==> src/rtl/mul8_pkg.sv <==
// Shared types and sizing for the 32x32 partial-product dispatcher.
// Holds the dispatcher state encoding and the per-lane shift helper.
package mul8_pkg;

  localparam int unsigned LANES   = 8;
  localparam int unsigned BYTE_W  = 8;
  localparam int unsigned OP_W    = 32;
  localparam int unsigned SHIFT_W = 6;

  typedef enum logic [1:0] {
    ST_IDLE,
    ST_ISSUE0,
    ST_ISSUE1,
    ST_WAIT_ACC
  } state_e;

  // Lane k multiplies A byte (k mod 4) by B byte row; phase 1 moves to rows 2..3.
  function automatic logic [SHIFT_W-1:0] lane_shift(input int unsigned lane, input logic phase);
    int unsigned row;
    row = (lane / 4) + (phase ? 2 : 0);
    return SHIFT_W'(((lane % 4) + row) * BYTE_W);
  endfunction

endpackage

==> src/rtl/byte_lane_sel.sv <==
// Pure bit-slicing byte selector: picks byte idx out of a 32-bit word.
module byte_lane_sel
  import mul8_pkg::*;
(
  input  logic [OP_W-1:0]   word,
  input  logic [1:0]        idx,
  output logic [BYTE_W-1:0] sel_byte
);

  always_comb begin
    sel_byte = '0;
    unique case (idx)
      2'd0: sel_byte = word[7:0];
      2'd1: sel_byte = word[15:8];
      2'd2: sel_byte = word[23:16];
      2'd3: sel_byte = word[31:24];
      default: sel_byte = '0;
    endcase
  end

endmodule

==> src/rtl/pp_dispatcher_8.sv <==
// Dispatches a 32x32 operand pair as sixteen 8x8 partial products over two
// cycles on eight multiplier lanes, then waits for the accumulator to finish.
module pp_dispatcher_8
  import mul8_pkg::*;
#(
  parameter int unsigned ACC_TIMEOUT = 8
) (
  input  logic               clk,
  input  logic               reset,
  input  logic               op_valid,
  output logic               op_ready,
  input  logic [OP_W-1:0]    op_a,
  input  logic [OP_W-1:0]    op_b,
  input  logic               flush,
  input  logic               acc_done,
  output logic [BYTE_W-1:0]  mult_a   [0:LANES-1],
  output logic [BYTE_W-1:0]  mult_b   [0:LANES-1],
  output logic [SHIFT_W-1:0] pp_shift [0:LANES-1],
  output logic               start,
  output logic               pp_phase,
  output logic               busy,
  output logic               err_timeout
);

  localparam int unsigned CNT_W = (ACC_TIMEOUT > 2) ? $clog2(ACC_TIMEOUT) : 1;
  localparam logic [CNT_W-1:0] CNT_LAST = CNT_W'(ACC_TIMEOUT - 1);

  state_e              state_q, state_d;
  logic [OP_W-1:0]     a_q, a_d, b_q, b_d;
  logic [CNT_W-1:0]    cnt_q, cnt_d;
  logic                issue_d, phase_d;

  logic [BYTE_W-1:0]   a_byte   [0:LANES-1];
  logic [BYTE_W-1:0]   b_byte   [0:LANES-1];
  logic [1:0]          b_idx    [0:LANES-1];

  logic [BYTE_W-1:0]   mult_a_q   [0:LANES-1];
  logic [BYTE_W-1:0]   mult_a_d   [0:LANES-1];
  logic [BYTE_W-1:0]   mult_b_q   [0:LANES-1];
  logic [BYTE_W-1:0]   mult_b_d   [0:LANES-1];
  logic [SHIFT_W-1:0]  pp_shift_q [0:LANES-1];
  logic [SHIFT_W-1:0]  pp_shift_d [0:LANES-1];

  always_comb begin
    state_d     = state_q;
    a_d         = a_q;
    b_d         = b_q;
    cnt_d       = '0;
    err_timeout = 1'b0;
    unique case (state_q)
      ST_IDLE: begin
        if (op_valid) begin
          state_d = ST_ISSUE0;
          a_d     = op_a;
          b_d     = op_b;
        end
      end
      ST_ISSUE0: state_d = ST_ISSUE1;
      ST_ISSUE1: state_d = ST_WAIT_ACC;
      ST_WAIT_ACC: begin
        if (acc_done) begin
          state_d = ST_IDLE;
        end else if (cnt_q == CNT_LAST) begin
          state_d     = ST_IDLE;
          err_timeout = 1'b1;
        end else begin
          cnt_d = cnt_q + CNT_W'(1);
        end
      end
      default: state_d = ST_IDLE;
    endcase
    // Flush overrides everything decided above, including capture and the error pulse.
    if (flush) begin
      state_d     = ST_IDLE;
      a_d         = a_q;
      b_d         = b_q;
      cnt_d       = '0;
      err_timeout = 1'b0;
    end
  end

  assign issue_d = (state_d == ST_ISSUE0) || (state_d == ST_ISSUE1);
  assign phase_d = (state_d == ST_ISSUE1);

  // Selectors look at the operand register's next value so lane data is
  // registered on the same edge that enters ISSUE0, including the capture edge.
  always_comb begin
    for (int unsigned k = 0; k < LANES; k++) begin
      b_idx[k] = 2'(k / 4) + (phase_d ? 2'd2 : 2'd0);
    end
  end

  for (genvar k = 0; k < LANES; k++) begin : g_lane
    byte_lane_sel u_sel_a (.word(a_d), .idx(2'(k % 4)), .sel_byte(a_byte[k]));
    byte_lane_sel u_sel_b (.word(b_d), .idx(b_idx[k]),  .sel_byte(b_byte[k]));
  end

  always_comb begin
    for (int unsigned k = 0; k < LANES; k++) begin
      mult_a_d[k]   = issue_d ? a_byte[k] : '0;
      mult_b_d[k]   = issue_d ? b_byte[k] : '0;
      pp_shift_d[k] = issue_d ? lane_shift(k, phase_d) : '0;
    end
  end

  always_ff @(posedge clk or negedge reset) begin
    if (!reset) begin
      state_q <= ST_IDLE;
      a_q     <= '0;
      b_q     <= '0;
      cnt_q   <= '0;
      for (int unsigned k = 0; k < LANES; k++) begin
        mult_a_q[k]   <= '0;
        mult_b_q[k]   <= '0;
        pp_shift_q[k] <= '0;
      end
    end else begin
      state_q <= state_d;
      a_q     <= a_d;
      b_q     <= b_d;
      cnt_q   <= cnt_d;
      for (int unsigned k = 0; k < LANES; k++) begin
        mult_a_q[k]   <= mult_a_d[k];
        mult_b_q[k]   <= mult_b_d[k];
        pp_shift_q[k] <= pp_shift_d[k];
      end
    end
  end

  assign mult_a   = mult_a_q;
  assign mult_b   = mult_b_q;
  assign pp_shift = pp_shift_q;
  assign op_ready = (state_q == ST_IDLE);
  assign busy     = (state_q != ST_IDLE);
  assign start    = (state_q == ST_ISSUE0) || (state_q == ST_ISSUE1);
  assign pp_phase = (state_q == ST_ISSUE1);

endmodule

==> config.mk <==
export PLATFORM = sky130hd
export DESIGN_NAME = pp_dispatcher_8
export DESIGN_NICKNAME = d
export VERILOG_FILES = /design/src/rtl/mul8_pkg.sv /design/src/rtl/byte_lane_sel.sv /design/src/rtl/pp_dispatcher_8.sv
export SDC_FILE = /design/constraint.sdc
export NUM_CORES = 1
export LEC_CHECK = 0
export ABC_CLOCK_PERIOD_IN_PS = 7950
export CAP_MARGIN = 20
export CELL_PAD_IN_SITES_DETAIL_PLACEMENT = 0
export CELL_PAD_IN_SITES_GLOBAL_PLACEMENT = 1
export CORE_MARGIN = 10
export CORE_UTILIZATION = 35
export CTS_CLUSTER_DIAMETER = 80
export DETAILED_ROUTE_END_ITERATION = 6
export GPL_ROUTABILITY_DRIVEN = 0
export GPL_TIMING_DRIVEN = 0
export PLACE_DENSITY = 0.88
export RECOVER_POWER = 100
export SLEW_MARGIN = 30
export SYNTH_ARGS = -nofsm -noshare
export SYNTH_HDL_FRONTEND = slang
export SYNTH_SLANG_ARGS = --single-unit
==> constraint.sdc <==
create_clock -name clk -period 7.95 [get_ports clk]
set_clock_uncertainty 0.1 [all_clocks]
set_input_delay 1.1925 -clock clk [delete_from_list [all_inputs] [get_ports clk]]
set_output_delay 1.1925 -clock clk [all_outputs]
set_load 0.05 [all_outputs]
==> results.yml <==
worst_setup_path:
  worstPathCellList: "dlygate4sd3_1 > nor3b_1 > and2_1 > dlygate4sd3_1"
  critPathRequiredTime_ns: 6.66
  startpoint: "flush"
  arrival_ns: 3.15
  rr_endpoint: "mult_b[4]$_DFF_PN0_"
  critical_path_class: "in -> out"
  ff2ff_path_depth: 10
  crit_fanout: 7
  crit_top_cell: "dlygate4sd3_1"
  crit_buf_inv: 2
  endpoint_kind: "output port"
  start_kind: "input port"
  max_stage_delay_ns: 0.87
  cpMaxStageDelayCell: "dlygate4sd3_1"
  crit_family: "buffers and inverters"
  r2r_start: "cnt_q[0]$_DFF_PN0_"
  reg2reg_setup_slack_ns: 4.53
hold_path:
  holdCritStartpoint: "cnt_q[0]$_DFF_PN0_"
  min_to: "cnt_q[0]$_DFF_PN0_"
  hold_path.class: "reg -> reg"
  hold_path_depth: 1
global_route:
  grt_pass1_wl_microns: 23100
  grt-ovfl-total: 0
  grt_max_degree: 62
  antenna_found_initial: 0
  grt_pass1_vias: 4295
  grtUsageTotal_pct: 13.4
cts:
  cts_sinks: 120
  cts_hold_buf: 0
  post_cts_buffers: 0
  clk_pin_slew_ns: 0.05
  numCtsBuffers: 17
  cts.path.max_buffers: 2
  cts_tree: "done"
  clk_latency_ns: 0.40
  cts_max_level: 4
  clockRootBuffer: "clkbuf_16"
  post_cts_resized: 0
routing:
  drc: 0
  finalWirelength_microns: 14400
  drtIter0Drc: 123
  dr.pass1.iters: 4
  vias: 3789
  drt.antenna.violating_nets: 0
  post_drt_wl_per_cell_microns: 15.7
  viasPerCell: 4.15
floorplanning:
  core_area_sq_mm: 0.0158
  die_area_sq_mm: 0.0216
  fp.dieW_microns: 147
  start_util_pct: 35.6
  die_height_microns: 147
  pin_count: 250
  placementRows: 46
outcome:
  status: "finished with violations"
  violations: "capacitance limit, slew limit"
synth:
  yosysSeqAreaShare_pct: 53.3
  ys_warn_count: 0
  ys_types: 19
  syn-mean-instance-area_sq_um: 13.5
  syn-cell-area_sq_mm: 0.00563
  syn_inst: 417
  ys_seq_elements: 120
timing:
  rsz0062_at_grt: "no"
  drv_slew: 60
  fin_crit_ns: 4.44
  hold_viol: 0
  fmax_mhz: 225
  setup_viol: 0
  fin_setup_tns_ns: 0
  slew-limit-headroom_pct: -116
  worstMarginPinSlew_ns: 3.25
  fin_crit_sh_pct: 55.9
cells_and_area:
  final_nets: 761
  n_antenna_cell: 0
  layout-drive-gt1-share_pct: 32.1
  layout_common_cells: "dlygate4sd3_1 (152), buf_4 (125), dfrtp_1 (120)"
  mostFrequentLayoutCell: "dlygate4sd3_1"
  synthToLayoutAreaGrowth_pct: 57.3
placement:
  place.detailed.hpwl_microns: 11500
  numPortBuffers: 218
flow_run:
  drv_cap: 1
[registers in the layout, summed over array words and instances (netlist names)]
register	flops
pp_shift	3
cnt_q	3
mult_b	16
mult_a	32
b_q	32
a_q	32
state_q	2
[metrics by stage]
step | hold slack [ns] | setup slack, ns | std cells | utilization, % | instance area [sq um]
floorplan | 0.313 | 4.66 | 447 | - | 5740
global placement | 0.331 | 1.06 | 881 | 51.8 | 8190
detailed placement | 0.351 | 3.61 | 882 | 52.0 | 8230
CTS | 0.374 | 3.65 | 914 | 56.1 | 8890
global route | 0.375 | 3.38 | 914 | 55.9 | 8850
finish | 0.357 | 3.51 | 914 | 55.9 | 8850
[final cells by class]
cell class | instances | area [sq um]
clock buffers | 18 | 439
plain buffers | 141 | 1010
multi-input cells | 181 | 1680
fillers | 1294 | 6980
flip-flops and latches | 120 | 3000
inverters | 5 | 18.8
clock inverters | 14 | 220
well taps | 216 | 270
repair buffers | 219 | 2200
[logic make-up after synthesis]
group                    count (synthesis)  share of synthesized area, %
other                                    1                        0.0666
multiplexers                            80                          19.2
buffers and inverters                  146                          18.8
adder cells (fa/ha/maj)                  7                          1.56
AND/OR/NAND/NOR                         61                          6.78
flip-flops                             120                          53.3
AO/OA/AOI/OAI                            2                         0.289
[how the worst max path moves through the flow]
stage | to | depth (start not counted)
2_1_floorplan | mult_b[0]$_DFF_PN0_ | 8
3_3_place_gp | a_q[24]$_DFF_PN0_ | 1
3_5_place_dp | mult_b[1]$_DFF_PN0_ | 9
4_1_cts | err_timeout | 4
5_1_grt | err_timeout | 4
6_report | err_timeout | 4
[Yosys cell counts, drive strengths merged]
library cell / count / area (sq um)
mux2: 64 / 721
ha: 7 / 87.6
nor3b: 3 / 22.5
a2111oi: 1 / 8.76
inv: 5 / 18.8
and3b: 1 / 8.76
mux4: 16 / 360
or3: 2 / 12.5
and2: 51 / 319
clkbuf: 7 / 26.3
buf: 134 / 1010
conb: 1 / 3.75
dfrtp: 120 / 3000
a211oi: 1 / 7.51
nor2: 1 / 3.75
nor3: 3 / 15.0
[layer usage]
metal	GRT usage [%]	routed length [microns]	up-vias
met5	0	0	-
met4	3.90	156	0
met3	6.66	1420	11
met2	22.4	7140	162
met1	14.6	5640	1842
li1	-	-	1774
Power is left out: the tool's default activity adds up to more than one toggle a clock period on the data nets, which glitch-free logic cannot reach.
==> variant, RTL diff (same settings) <==
Take the reset off `b_q` and load it in a clocked block of its own.
--- a/src/rtl/pp_dispatcher_8.sv
+++ b/src/rtl/pp_dispatcher_8.sv
@@ -109,3 +109,2 @@
       a_q     <= '0;
-      b_q     <= '0;
       cnt_q   <= '0;
@@ -119,3 +118,2 @@
       a_q     <= a_d;
-      b_q     <= b_d;
       cnt_q   <= cnt_d;
@@ -127,2 +125,6 @@
     end
+  end
+
+  always_ff @(posedge clk) begin
+    b_q <= b_d;
   end
Function: same outputs for any inputs over 4 cycles, from zero or initial values and one cycle with reset low; that may be too few to reach the edited logic, so the function may still have changed.
==> variant against the original RTL <==
- the flow still finishes with violations (max-capacitance violations, max-slew violations)
- largest cell class unchanged
- sequential share of layout area down 0.70 points
- cell area down 3.3%
- area after synthesis down 2.8%
- die area down 2.5%
- setup slack worse by 0.60 ns
- sequential cell count unchanged
- critical path depth down 2
- register-to-register slack worse by 0.02 ns
- first-iteration DRC count down 22%
- wire length up 0.52%
Power is left out: the tool's default activity adds up to more than one toggle a clock period on the data nets, which glitch-free logic cannot reach.
==> variant: results <==
[final_layout]
fin_nets = 761
drive_gt1_share_pct = 31.3
fillers = 1314
instances_no_fill = 908

[grt]
grt_usage_pct = 13.9
grt_max_degree = 70
antenna_found_initial = 2
grt_pass1_vias = 4080
grt_pass1_wl_um = 23000

[worst_hold_path]
hp-class = reg2reg

[place]
place_hpwl_um = 11800
dp.cells = 877

[detailed_routing]
dr_total_vias = 3735
wl_um = 14400
drtPass1Iterations = 4
drtIter0Drc = 96

[cts]
clk_pin_slew_ns = 0.05
cts_resized = 0
cts_buffer_depth = 2

[status]
status = finished, violations left
violations = max-capacitance violations, max-slew violations

[setup_path]
max_stage_delay_ns = 2.58
worstPathArrival_ns = 4.62
slowest_stage = clkbuf_1
crit_path_max_fanout = 69
crit_family = buffers and inverters

[logic_synthesis]
synthArstFlopShare_pct = 73.3
synth_cell_types = 20
synthFlopType = dfrtp_1
synth_common_cells = buf_4 (125), dfrtp_1 (88), mux2_2 (64)
synth_area_leaders = dfrtp_1 (40%), buf_4 (17%), mux2_2 (13%), dfxtp_1 (12%), mux4_2 (6.6%)
ys_seq_area_share_pct = 52.0
syn_avg_cell_area_um2 = 13.1

[timing]
maxSlewHeadroom_pct = -139
drv_slew = 70

[flow_run]
maxCapViolCount = 1
variant: changes by cell type after synthesis, sizes merged:
cell	change
dfxtp	+32
dfrtp	-32
variant: final cells by class:
| type | instances | area [um^2] | area share (%) |
|---|---|---|---|
| Antenna cell | 1 | 2.50 | 0.0292 |
| Buffer | 141 | 1010 | 11.9 |
| Clock buffer | 20 | 447 | 5.22 |
| Clock inverter | 10 | 105 | 1.23 |
| Inverter | 5 | 18.8 | 0.219 |
| Multi-Input combinational cell | 181 | 1680 | 19.7 |
| Sequential cell | 120 | 2840 | 33.2 |
| Tap cell | 211 | 264 | 3.09 |
| Timing Repair Buffer | 219 | 2180 | 25.5 |
variant: routing by layer:
layer / share of wire (%) / up-vias / global-route usage (%) / routed length [um]
li1: - / 1764 / - / -
met3: 8.2 / 18 / 6.67 / 1190
met5: 0 / - / 0 / 0
met1: 36 / 1814 / 13.6 / 5230
met2: 54 / 139 / 25.0 / 7810
met4: 1.4 / 0 / 4.75 / 199
variant: per-stage QoR:
step                      worst slack, ns  area, um^2
after floorplan                      4.66        5580
after global placement               2.45        8030
after detailed placement             3.61        8060
after CTS                            3.61        8610
after global routing                 1.86        8560
final                                2.91        8560
variant: kinds of logic after synthesis:
family,share of synthesized area (%)
adder cells (fa/ha/maj),1.60
multiplexers,19.8
buffers and inverters,19.3
AO/OA/AOI/OAI,0.297
other,0.0686
flip-flops,52.0
AND/OR/NAND/NOR,6.98
variant: worst paths after layout:
kind / start / endpoint / slack (ns)
setup / recovery: reset / mult_a[27] / 2.91
hold / removal: cnt_q[0] / cnt_q[0] / 0.34
setup reg to reg: cnt_q[0] / mult_b[4] / 4.51
hold reg to reg: cnt_q[0] / cnt_q[0] / 0.34
max in group clk: flush / err_timeout / 3.46
min in group asynchronous: reset / cnt_q[1] / 0.87
